$ cat src/rtl/riscv_pkg.sv
// Shared definitions for the small RISC-V pipeline slice.
// Holds the default datapath widths, the reset fetch address, the major
// opcode constants used by decode, and the instruction-fetch state encoding.
package riscv_pkg;

  localparam int          INSTRSIZE = 32;
  localparam int          ADDRSIZE  = 64;
  localparam logic [63:0] RESET_PC  = 64'h0;

  // Major opcodes (instruction bits [6:0])
  localparam logic [6:0] RT  = 7'b0110011;  // register-register ALU
  localparam logic [6:0] IT  = 7'b0010011;  // register-immediate ALU
  localparam logic [6:0] LW  = 7'b0000011;  // load word
  localparam logic [6:0] SW  = 7'b0100011;  // store word
  localparam logic [6:0] BEQ = 7'b1100011;  // branch

  // Fetch FSM: issue a request, wait for its response, hold the result for decode.
  typedef enum logic [1:0] {
    FETCH_REQ  = 2'd0,
    FETCH_WAIT = 2'd1,
    FETCH_HOLD = 2'd2
  } fetch_state_e;

endpackage

$ cat src/rtl/instruction_fetch.sv
// Instruction fetch unit.
// Fetches one instruction at a time from instruction memory (at most one
// request outstanding), holds it for decode, and advances the PC by 4.
// A branch redirect may arrive in any state: it reloads the PC (word aligned)
// and any instruction in flight or held is discarded.
//
// Handshakes: a transfer happens on a rising clk edge where valid and ready
// are both high; valid, once raised, stays high with its payload stable until
// that edge, unless a redirect or reset cancels the transfer.
//
// Ports:
//   clk, rst_n                      clock, synchronous active-low reset
//   imem_req_valid/ready/addr       fetch request to instruction memory
//   imem_resp_valid/data            fetch response (no back-pressure)
//   redirect_valid/redirect_pc      branch-taken redirect
//   out_valid/ready                 handshake towards decode
//   out_instruction/out_pc          held instruction and its address
// The FSM state is the internal signal "state" (type fetch_state_e).
module instruction_fetch #(
  parameter int                      INSTRSIZE = riscv_pkg::INSTRSIZE,
  parameter int                      ADDRSIZE  = riscv_pkg::ADDRSIZE,
  parameter logic [ADDRSIZE-1:0]     RESET_PC  = ADDRSIZE'(riscv_pkg::RESET_PC)
) (
  input  logic                 clk,
  input  logic                 rst_n,
  output logic                 imem_req_valid,
  input  logic                 imem_req_ready,
  output logic [ADDRSIZE-1:0]  imem_req_addr,
  input  logic                 imem_resp_valid,
  input  logic [INSTRSIZE-1:0] imem_resp_data,
  input  logic                 redirect_valid,
  input  logic [ADDRSIZE-1:0]  redirect_pc,
  output logic                 out_valid,
  input  logic                 out_ready,
  output logic [INSTRSIZE-1:0] out_instruction,
  output logic [ADDRSIZE-1:0]  out_pc
);

  import riscv_pkg::*;

  fetch_state_e          state, state_next;
  logic [ADDRSIZE-1:0]   pc, pc_next;
  logic                  drop, drop_next;
  logic                  out_valid_next;
  logic [INSTRSIZE-1:0]  out_instruction_next;
  logic [ADDRSIZE-1:0]   out_pc_next;
  logic [ADDRSIZE-1:0]   redirect_target;

  // Instructions are word aligned: the two low bits of the target are cleared.
  assign redirect_target = redirect_pc & ~{{(ADDRSIZE-2){1'b0}}, 2'b11};

  always_comb begin
    state_next           = state;
    pc_next              = pc;
    drop_next            = drop;
    out_valid_next       = out_valid;
    out_instruction_next = out_instruction;
    out_pc_next          = out_pc;
    imem_req_valid       = 1'b0;
    imem_req_addr        = pc;

    unique case (state)
      FETCH_REQ: begin
        // No request is presented while reset is held.
        imem_req_valid = rst_n;
        if (imem_req_ready) begin
          state_next = FETCH_WAIT;
          // The accepted request targets the old PC; its response is stale.
          if (redirect_valid) drop_next = 1'b1;
        end
      end
      FETCH_WAIT: begin
        if (redirect_valid) begin
          if (imem_resp_valid) begin
            // The outstanding response is here and stale: discard it now,
            // otherwise nothing would ever arrive to clear the drop flag.
            drop_next  = 1'b0;
            state_next = FETCH_REQ;
          end else begin
            drop_next = 1'b1;
          end
        end else if (imem_resp_valid) begin
          if (drop) begin
            drop_next  = 1'b0;
            state_next = FETCH_REQ;
          end else begin
            out_valid_next       = 1'b1;
            out_instruction_next = imem_resp_data;
            out_pc_next          = pc;
            pc_next              = pc + ADDRSIZE'(4);
            state_next           = FETCH_HOLD;
          end
        end
      end
      FETCH_HOLD: begin
        if (out_ready) begin
          out_valid_next = 1'b0;
          state_next     = FETCH_REQ;
        end
      end
      default: begin
        state_next = FETCH_REQ;
      end
    endcase

    // Redirect overrides the PC in every state and cancels any held result.
    if (redirect_valid) begin
      pc_next        = redirect_target;
      out_valid_next = 1'b0;
      if (state == FETCH_HOLD) state_next = FETCH_REQ;
    end
  end

  always_ff @(posedge clk) begin
    if (!rst_n) begin
      state           <= FETCH_REQ;
      pc              <= RESET_PC;
      drop            <= 1'b0;
      out_valid       <= 1'b0;
      out_instruction <= '0;
      out_pc          <= '0;
    end else begin
      state           <= state_next;
      pc              <= pc_next;
      drop            <= drop_next;
      out_valid       <= out_valid_next;
      out_instruction <= out_instruction_next;
      out_pc          <= out_pc_next;
    end
  end

endmodule

$ cat config.mk
export PLATFORM = sky130hd
export DESIGN_NAME = instruction_fetch
export DESIGN_NICKNAME = d
export VERILOG_FILES = /design/src/rtl/riscv_pkg.sv /design/src/rtl/instruction_fetch.sv
export SDC_FILE = /design/constraint.sdc
export NUM_CORES = 1
export LEC_CHECK = 0
export CORE_UTILIZATION = 35
export CTS_BUF_LIST = sky130_fd_sc_hd__clkbuf_4 sky130_fd_sc_hd__clkbuf_8 sky130_fd_sc_hd__clkbuf_16
export CTS_CLUSTER_SIZE = 40
export DETAILED_ROUTE_END_ITERATION = 10
export PLACE_DENSITY = 0.67
export SYNTH_ARGS = -nofsm -noshare
export SYNTH_HDL_FRONTEND = slang
export SYNTH_SLANG_ARGS = --single-unit
$ cat constraint.sdc
create_clock -name clk -period 5 [get_ports clk]
set_clock_uncertainty 0.05 [all_clocks]
set_input_delay 0.75 -clock clk [delete_from_list [all_inputs] [get_ports clk]]
set_output_delay 0.75 -clock clk [all_outputs]
set_load 0.005 [all_outputs]
# == After elaboration in Yosys (flattened, before gate mapping) ==
# Cells that the tools add are included.
# W data, S select, Z words.
# totals
output_inout_bits,162
input_bits,102
ff_bits,164
wordCells,55
# op_classes
addsub,1
n_eq_ne,9
n_reduce_logical,11
muxes,24
bitwise_logic,3
# op_table
operator,n
$mux W64,4
$add A64 B3 Y64 const B,1
$mux W2,8
$ne A2 B2 Y1 const B,6
$reduce_and A4 Y1,3
$mux W1,9
$reduce_bool A2 Y1,4
$pmux W2 S3,1
$reduce_and A3 Y1,2
$pmux W1 S2,2
$ne A3 B3 Y1 const B,1
$not A1 Y1,3
$eq A2 B1 Y1 const B,1
$eq A2 B2 Y1 const B,1
$logic_not A2 Y1,1
$reduce_or A2 Y1,1

# == Logic depth before layout (Yosys ltp) ==
# logic_depth
depth_word,6
mapped_depth,8
depth_no_buf,6

# == Worst setup path after synthesis ==
# OpenSTA, ideal clock, no wires.
# synth_path
path_kind,input to register
from,in imem_resp_valid
to,reg pc[63] (netlist: imem_req_addr[63])
required_time_ps,4834
cell_stages,6
path_slack_ps,2275
setup_ps,116
path_buffers,1
arrival_ps,2560
cell_sequence,nand4bb_1 buf_2 nor4_1 nand4_1 or4b_2 and3_1
# synth_via
elab_chain_cells,2
# synth_lines
element,line,rtl
"start, declared",instruction_fetch.sv:29,"input logic imem_resp_valid,"
$reduce_bool A2 Y1 (no source line),n/a,
$reduce_and A3 Y1 (no source line),n/a,
"end signal, assigned",instruction_fetch.sv:124,pc <= pc_next;
"end, declared",instruction_fetch.sv:42,"logic [ADDRSIZE-1:0] pc, pc_next;"
# Every way passes these cells.
# A chain may end at the register's enable or synchronous reset.

# == Final worst setup path ==
# layout_path
from,in imem_resp_valid
to,reg pc[60] (netlist: imem_req_addr[60])
# Same word-level chain as after synthesis.

==> results.py <==
metrics = {
    "run_status": {
        "status": "finished clean",
    },
    "floorplan": {
        "initial_core_util": 0.360,
        "core_sq_mm": 0.0204,
        "fp.dieArea_sq_mm": 0.0216,
        "die_h_um": 147,
        "die_w_um": 147,
        "fp-row-count": 52,
        "ios": 264,
    },
    "cts": {
        "cts_hold_buf": 0,
        "clock_sinks": 160,
        "cts_tree": "yes",
        "root_buffer": "clkbuf_16",
        "ctsResizeCount": 0,
        "clock_latency_ps": 420,
        "clk_pin_slew_worst_paths_ps": 70,
        "cts_made_buffers": 17,
        "htreeDepth": 4,
        "cts.path.max_buffers": 2,
        "postCtsSetupRepairBufs": 0,
    },
    "route": {
        "wl_per_cell_um": 16.8,
        "antenna_left": 0,
        "drt_iter0_markers": 474,
        "firstDrtPassIters": 5,
        "dr_total_vias": 7298,
        "vias_per_cell": 5.15,
        "drc": 0,
        "routed_wl_um": 23800,
    },
    "sta": {
        "holdWs_ps": 413,
        "fmax_mhz": 295,
        "tightest_slew_ps": 1070,
        "layout_min_cycle_time_ps": 3390,
        "hold_violations": 0,
        "min_period_over_period": 0.677,
        "slew_headroom": 0.285,
        "setup-tns-final_ps": 0,
        "setup_viol": 0,
        "rsz0062_at_grt": "no",
        "drv_slew": 0,
    },
    "pwr": {
        "p_comb_frac": 0.106,
        "ir_drop_mv": 0.203,
        "internal-power_mw": 2.34,
        "clkPwrFrac": 0.446,
        "switching_power_uw": 781,
        "switching_share": 0.250,
        "power_density_mw_per_mm2": 291,
        "power_frac_seq": 0.448,
        "p_leak_nw": 3.54,
    },
    "place": {
        "place_congestion": 0.796,
        "hpwl_um": 16200,
        "port_buffers": 257,
    },
    "worst_setup_path": {
        "r2r_start": "imem_req_addr[2]",
        "crit_fanout": 15,
        "crit_type": "input pin to flop",
        "rr_worst_depth": 6,
        "cp_slowest_cell": "or4_1",
        "required_ps": 5300,
        "cp_cell_sequence": "clkdlybuf4s50_1, nand4bb_1, buf_4, nor4_4, nand3_1, or4_1, a31oi_1",
        "cp-start-kind": "input pin",
        "cp_data_arrival_time_ps": 3680,
        "reg2reg_setup_slack_ps": 1920,
        "r2r-end": "imem_req_addr[60]",
        "cpPeakStageDelay_ps": 670,
        "endpoint_kind": "flop",
    },
    "synth": {
        "yosys_register_bits": 160,
        "synth_cell_type_count": 56,
        "synth_edf_count": 0,
        "postSynthCellCount": 911,
        "syn_area_per_cell_sq_um": 8.06,
        "ys_warn_count": 0,
        "async_reset_ff_frac": 0,
        "synthFlopType": "dfxtp_1",
        "ys_seq_area_frac": 0.436,
        "synth_area_sq_mm": 0.00735,
    },
    "global_route": {
        "grt_start_max_net_pins": 100,
        "grt_pass1_wl_um": 37100,
        "track_usage": 0.220,
        "grt_pass1_vias": 6630,
        "overflow": 0,
        "antenna_found_initial": 1,
    },
    "hold_path": {
        "worstHoldEndpoint": "out_instruction[17]",
        "hold_start": "out_instruction[17]",
        "hold-path-cell-count": 2,
        "min_path_type": "flop to flop",
    },
    "finish": {
        "fillCellCount": 1961,
        "finalNetCount": 1236,
        "drive_above_1_share": 0.0541,
        "multiInputGateArea_sq_mm": 0.00386,
        "area_delta_synth_final_pct": 45.9,
        "diodes": 0,
        "seq_area_sq_mm": 0.00320,
    },
    "flow_run": {
        "cap_violations": 0,
    },
}
final cells by class:
type | count | share of cell area
clock inverters | 13 | 0.0166
well taps | 270 | 0.0315
flip-flops and latches | 160 | 0.299
repair buffers | 265 | 0.246
inverters | 15 | 0.00525
multi-input cells | 674 | 0.360
clock buffers | 19 | 0.0417
per-stage QoR:
stage               area [sq um]  setup WS, ps  power (mW)   util  std cells
floorplan                   7360          2270        1.54      -        914
global placement           10100          1250        1.75  0.494       1384
detailed placement         10100          1210        1.76  0.494       1384
CTS                        10700          1640        3.15  0.525       1416
global route               10700          1440        3.24  0.525       1416
finish                     10700          1610        3.12  0.525       1416
Yosys cell counts (all sizes together), types with 10 or more instances:
master  number  share of area
a21boi      94          0.096
nor3        12         0.0089
dfxtp      160           0.44
clkbuf      53          0.027
o21ai       57          0.039
and2        11         0.0094
a21oi       22          0.015
buf         12         0.0085
nand2      225           0.11
xor2        18          0.021
o31ai       13          0.013
xnor2       11          0.013
nor2        24          0.012
nand4       31          0.029
nor4        15          0.017
inv         14         0.0072
or3         11         0.0095
o211a       10          0.014
or4         18          0.019
a31oi       21          0.018
nand3       30          0.020
placed cells by master (no fill, tap or decap), types with 8 or more instances in the layout:
cell,count
a21boi_0,94
a21oi_1,22
a31oi_1,21
and2_1,11
buf_4,8
clkbuf_16,17
clkdlybuf4s50_1,256
dfxtp_1,160
inv_1,14
nand2_1,224
nand3_1,30
nand4_1,29
nor2_1,23
nor3_1,11
nor4_1,13
o211a_1,10
o21ai_0,57
o31ai_1,13
or3_1,10
or4_1,14
xnor2_1,11
xor2_1,18
power groups by stage:
stage	Clock [mW]	Combinational, mW	Sequential (mW)
2_1_floorplan	0	0.133	1.40
3_3_place_gp	0	0.330	1.42
3_5_place_dp	0	0.333	1.43
4_1_cts	1.42	0.335	1.40
5_1_grt	1.48	0.361	1.41
6_report	1.39	0.331	1.40
registers in the layout, indices dropped and copies added (netlist names):
| name | flops |
|---|---|
| drop | 1 |
| imem_req_addr | 62 |
| out_instruction | 32 |
| out_pc | 62 |
| out_valid | 1 |
| state | 2 |
cell families after synthesis:
kind of cell    Yosys count  share of synthesized area
compound gates          229                      0.208
xor+xnor                 29                     0.0346
fa+ha+maj                 1                    0.00170
buf+inv                  80                     0.0434
flops                   160                      0.436
mux                       3                    0.00426
other cells               1                   0.000510
simple gates            408                      0.271
critical path: cells and delay by family:
| family | cells | cell delay, ps |
|---|---|---|
| simple gates | 4 | 1980 |
| buf+inv | 2 | 770 |
| compound gates | 1 | 170 |
layer usage:
metal	GRT usage	wire length (um)	vias up
met4	0.0557	158	0
met1	0.294	11100	3422
li1	-	-	3645
met2	0.355	11100	221
met5	0	0	-
met3	0.0522	1550	10
worst max-delay path by stage:
stage / to / slack [ps] / from
finish: imem_req_addr[60] / 1610 / imem_resp_valid
global route: imem_req_addr[52] / 1440 / imem_resp_valid
floorplan: imem_req_addr[63] / 2270 / imem_resp_valid
detailed placement: imem_req_addr[56] / 1210 / imem_resp_valid
global placement: imem_req_addr[48] / 1250 / imem_resp_valid
CTS: imem_req_addr[60] / 1640 / imem_resp_valid
Power figures use the tool's default switching activity.
